## config.mk

```make
export PLATFORM = sky130hd
export DESIGN_NAME = hazard_ctrl
export DESIGN_NICKNAME = d
export VERILOG_FILES = /design/src/rtl/hazard_pkg.sv /design/src/rtl/dmem_wait_fsm.sv /design/src/rtl/hazard_ctrl.sv
export SDC_FILE = /design/constraint.sdc
export NUM_CORES = 1
export LEC_CHECK = 0
export ABC_AREA = 1
export CORE_MARGIN = 2
export CORE_UTILIZATION = 31
export CTS_BUF_LIST = sky130_fd_sc_hd__clkbuf_2
export CTS_CLUSTER_DIAMETER = 40
export DETAILED_ROUTE_END_ITERATION = 12
export HOLD_SLACK_MARGIN = 0.02
export PLACE_DENSITY = 0.82
export SLEW_MARGIN = 20
export SYNTH_ARGS = -nofsm -noshare
export SYNTH_HDL_FRONTEND = slang
export SYNTH_SLANG_ARGS = --single-unit
```

## constraint.sdc

```tcl
create_clock -name CLK -period 1.75 [get_ports CLK]
set_input_delay 0.175 -clock CLK [delete_from_list [all_inputs] [get_ports CLK]]
set_output_delay 0.175 -clock CLK [all_outputs]
set_load 0.02 [all_outputs]
```

## src/rtl/hazard_pkg.sv

```systemverilog
// hazard_pkg: shared state encoding, NOP encoding and default watchdog limit for hazard_ctrl
package hazard_pkg;
  typedef enum logic {RUN, WAIT} state_e;
  localparam logic [31:0] NOP = 32'h00000013;
  localparam int DEF_MEM_TIMEOUT = 16;
endpackage

```

## src/rtl/dmem_wait_fsm.sv

```systemverilog
// dmem_wait_fsm: data-memory handshake FSM with watchdog and sticky timeout flag
module dmem_wait_fsm
  import hazard_pkg::*;
#(
  parameter int MEM_TIMEOUT = DEF_MEM_TIMEOUT
) (
  input  logic clk_i,
  input  logic rst_i,
  input  logic mem_access_i,
  input  logic dmem_ready_i,
  output logic freeze_o,
  output logic dmem_valid_o,
  output logic mem_err_o
);
  localparam int WD_W = MEM_TIMEOUT > 0 ? $clog2(MEM_TIMEOUT + 1) : 1;
  localparam logic [WD_W-1:0] WD_LAST = WD_W'(MEM_TIMEOUT > 0 ? MEM_TIMEOUT - 1 : 0);
  state_e state_q, state_d;
  logic [WD_W-1:0] wd_q, wd_d;
  logic err_q, err_d;
  logic run, timeout;
  // next state: ready always beats the watchdog, which fires on the MEM_TIMEOUT-th WAIT cycle
  always_comb begin
    run          = state_q == RUN;
    timeout      = (MEM_TIMEOUT > 0) && !run && !dmem_ready_i && wd_q == WD_LAST;
    freeze_o     = run ? mem_access_i && !dmem_ready_i : !dmem_ready_i && !timeout;
    dmem_valid_o = !rst_i && (run ? mem_access_i : 1'b1);
    state_d      = freeze_o ? WAIT : RUN;
    wd_d         = run ? '0 : wd_q + 1'b1;
    err_d        = err_q || timeout;
  end
  // state, watchdog and sticky error registers
  always_ff @(posedge clk_i or posedge rst_i) begin
    if (rst_i) begin
      state_q <= RUN;
      wd_q    <= '0;
      err_q   <= 1'b0;
    end else begin
      state_q <= state_d;
      wd_q    <= wd_d;
      err_q   <= err_d;
    end
  end
  assign mem_err_o = err_q;
endmodule

```

## src/rtl/hazard_ctrl.sv

```systemverilog
// hazard_ctrl: pipeline stall/flush controller; HAZARD_PERF_EN builds the performance counters
module hazard_ctrl
  import hazard_pkg::*;
#(
  parameter int MEM_TIMEOUT = DEF_MEM_TIMEOUT,
  parameter int CNT_W       = 32
) (
  input  logic             CLK,
  input  logic             RST,
  input  logic [4:0]       id_rs1,
  input  logic [4:0]       id_rs2,
  input  logic             id_uses_rs1,
  input  logic             id_uses_rs2,
  input  logic [4:0]       ex_rd,
  input  logic             ex_memRead,
  input  logic             ex_branch_taken,
  input  logic             imem_ready,
  input  logic             mem_access,
  input  logic             dmem_ready,
  output logic             dmem_valid,
  output logic             pc_we,
  output logic             if_id_we,
  output logic             id_ex_we,
  output logic             ex_mem_we,
  output logic             mem_wb_we,
  output logic             if_id_flush,
  output logic             id_ex_flush,
  output logic             mem_err,
  output logic [CNT_W-1:0] stall_cycles,
  output logic [CNT_W-1:0] flush_count
);
  logic frz, go, load_use, hold;
  dmem_wait_fsm #(.MEM_TIMEOUT(MEM_TIMEOUT)) u_fsm (
    .clk_i       (CLK),
    .rst_i       (RST),
    .mem_access_i(mem_access),
    .dmem_ready_i(dmem_ready),
    .freeze_o    (frz),
    .dmem_valid_o(dmem_valid),
    .mem_err_o   (mem_err)
  );
  // priority: reset/freeze, then taken branch, then load-use or fetch wait, else advance
  always_comb begin
    go          = !RST && !frz;
    load_use    = ex_memRead && ex_rd != 5'd0 &&
                  ((id_uses_rs1 && id_rs1 == ex_rd) || (id_uses_rs2 && id_rs2 == ex_rd));
    hold        = load_use || !imem_ready;
    pc_we       = go && (ex_branch_taken || !hold);
    if_id_we    = pc_we;
    id_ex_we    = go;
    ex_mem_we   = go;
    mem_wb_we   = go;
    if_id_flush = go && ex_branch_taken;
    id_ex_flush = go && (ex_branch_taken || hold);
  end
`ifdef HAZARD_PERF_EN
  logic [CNT_W-1:0] stall_q, stall_d, flush_q, flush_d;
  // counters wrap naturally at 2^CNT_W
  always_comb begin
    stall_d = pc_we ? stall_q : stall_q + CNT_W'(1);
    flush_d = if_id_flush ? flush_q + CNT_W'(1) : flush_q;
  end
  // counter registers
  always_ff @(posedge CLK or posedge RST) begin
    if (RST) begin
      stall_q <= '0;
      flush_q <= '0;
    end else begin
      stall_q <= stall_d;
      flush_q <= flush_d;
    end
  end
  assign stall_cycles = stall_q;
  assign flush_count  = flush_q;
`else
  assign stall_cycles = '0;
  assign flush_count  = '0;
`endif
endmodule
```

==> metrics.txt <==
outcome finished, violations left; failing checks setup timing; Post-DP HPWL 1.63 mm; Clock Sinks 7; I/O pins 97; P_leak 0.781 nW; final core utilization 39.1%; Clk Tree Root Cell clkbuf_2; Clock Latency Late Sink 230 ps; fin crit period 1990 ps; synthesized area 0.00107 sq mm; RSZ-0062 raised after global routing true; Overflow after GRT 0; NumNets Final 232; met3 GRT Util 1.62%; CTS tree done; final cell count without fillers 251; r2r setup slk 350 ps; worst setup path endpoint pc_we; pwr dens 472 mW/mm^2; Cells after DPL 242; CP Launch Type flip-flop; P_sw 0.000276 W; register area share after synthesis 16.3%; grt met2 use 18.4%; type of the tightest min-delay check input port to async pin; IO buf count 32; num rows 21; fill count 381; starting density of the core 32.1%; CP Class flip-flop to primary output; die height 62.8 um; placed inst area 0.00123 sq mm; Post-route DRC 0; First-pass DRT Iterations 4; share of layout cells above drive strength 1 17.6%; Placer Congestion 0.802; WL final 1.87 mm; hold_ws 384 ps; Worst Path Required 1570 ps; Worst Path Arrival 1820 ps; All-Layer GR Usage 8.85%; clock power share 19.5%; Int Pwr 0.000340 W; Sw Ratio 44.9%; first-pass GRT wire length 2.90 mm; crit path from u_fsm.wd_q[0]$_DFF_PP0_; Synth warnings 0; Reg-to-Reg End u_fsm.state_q$_DFF_PP0_; logic gate share of total power 52.4%; number of global-route vias before repair 733; vias after detailed routing 862; core area 0.00334 sq mm; Avg Cell Area, Syn 6.58 sq um; Final Hold Viols 0; Starting DRT DRC Count 13; Post-Layout Inst Area 0.00131 sq mm; period utilisation layout 114%; Seq pwr share 28.1%; Antenna Nets Post-Route 0; largest net degree at the start of global routing 8; vias per inst 3.43; Seq cells post-synth 7; M1 GR Usage 8.33%; hold_buf cts 0; H-tree levels 1; clk buf depth 2; Avg WL per Cell 7.47 um; setup ws final -244 ps; Worst Skew 6.16 ps; final setup violation count 7; maximum VDD drop 0.149 mV; max-cap viol count 0; Crit Path Max Fanout 6; initial antenna violation count 0; CP endpoint kind primary output; final slew viol count 0; Syn Inst Count 163; Die W 62.8 um; Area Overhead vs Synth 21.8%; fmax 502 MHz; Clock Pin Slew Worst Setup and Hold Paths 80 ps; die area 0.00395 sq mm; library cells used by synthesis 17; GRT busiest layer met2; antenna cells 0; Num CTS Buffers 3; RR Startpoint u_fsm.wd_q[0]$_DFF_PP0_; Worst Reg-to-Reg Cells 7
flip-flops by register name (all words and copies together), names as in the netlist:
signal	flops
u_fsm.wd_q	5
u_fsm.mem_err_o	1
u_fsm.state_q	1
stage by stage:
stage	worst slack, ps	TNS [ps]	total power, W
6_report	-244	-1460	0.000616
5_1_grt	-358	-2150	0.000656
4_1_cts	-238	-1270	0.000609
3_5_place_dp	-469	-2750	0.000482
3_3_place_gp	-360	-2060	0.000477
2_1_floorplan	-14.5	-14.5	0.000492
per-layer routing:
| metal | share of wire, % | up-vias |
|---|---|---|
| li1 | - | 434 |
| met4 | 0.64 | 0 |
| met5 | 0 | - |
| met1 | 33 | 374 |
| met3 | 9.6 | 2 |
| met2 | 57 | 52 |
critical path, cell delays in order, from the launching register on:
cell and delay [ps]:
dfrtp_1 360, ha_2 200, nand2_2 60, nor2_1 90, ha_1 150, nand2_1 70
nor3b_4 170, nor2_4 170, nand3_2 110, nand2_4 90, buf_6 110
cell usage after synthesis:
master	n	area, sq um
buf_4	67	503
nand2_1	38	143
inv_1	16	60.1
nor2_1	14	52.6
dfrtp_1	7	175
inv_2	5	18.8
nand3_1	4	20.0
ha_1	2	25.0
o21ai_0	2	10.0
a21oi_1	1	5.00
conb_1	1	3.75
nand2_2	1	6.26
nand4_1	1	6.26
nor2_2	1	6.26
nor2_4	1	11.3
nor3b_4	1	18.8
o21bai_1	1	7.51
final cells by class:
type | instances | area [sq um] | area share, %
repair buffers | 42 | 398 | 30.5
flip-flops and latches | 7 | 175 | 13.4
well taps | 46 | 57.6 | 4.41
inverters | 21 | 78.8 | 6.03
clock buffers | 4 | 20.0 | 1.53
multi-input cells | 131 | 577 | 44.2
cell families (layout without fill, tap and decap cells):
logic type	count (synthesis)	after routing	synth area share, %
buffers and inverters	88	67	54.3
and+or+nand+nor	61	61	24.6
DFF	7	7	16.3
AOI/OAI and AO/OA	4	4	2.10
adders and majority gates	2	2	2.33
other	1	64	0.350
cell usage in the layout (no fill, tap or decap), types with 2 or more instances in the layout:
cell and count:
buf_6 6, nand2_1 35, dfrtp_1 7, inv_1 15, o21ai_0 2, buf_4 10, nand3_1 3, nor2_1 14
clkbuf_2 4, nand2_2 2, clkdlybuf4s50_1 25, conb_1 64, nand2_4 2, inv_2 6
power by group through the flow:
stage | registers (W) | clock network, W | logic (W)
after floorplan | 0.000177 | 0 | 0.000315
after global placement | 0.000175 | 0 | 0.000301
after detailed placement | 0.000176 | 0 | 0.000306
after CTS | 0.000173 | 0.000124 | 0.000312
after global routing | 0.000174 | 0.000134 | 0.000348
final | 0.000173 | 0.000120 | 0.000323
worst min-delay path by stage:
stage / to / slack, ps / depth (start not counted)
final: u_fsm.mem_err_o$_DFF_PP0_ / 380 / 3
after global routing: u_fsm.mem_err_o$_DFF_PP0_ / 420 / 3
after floorplan: u_fsm.mem_err_o$_DFF_PP0_ / -20 / 1
after detailed placement: u_fsm.mem_err_o$_DFF_PP0_ / 480 / 1
after CTS: u_fsm.mem_err_o$_DFF_PP0_ / 400 / 3
after global placement: u_fsm.mem_err_o$_DFF_PP0_ / 470 / 1
what timing repair did:
action | CTS | global route
buffers inserted | 2 | 3
gates cloned | 0 | 0
endpoints found under the setup margin | 7 | 7
pin swaps | 5 | 1
resized for setup | 41 | 4
(Power assumes the default switching activity.)
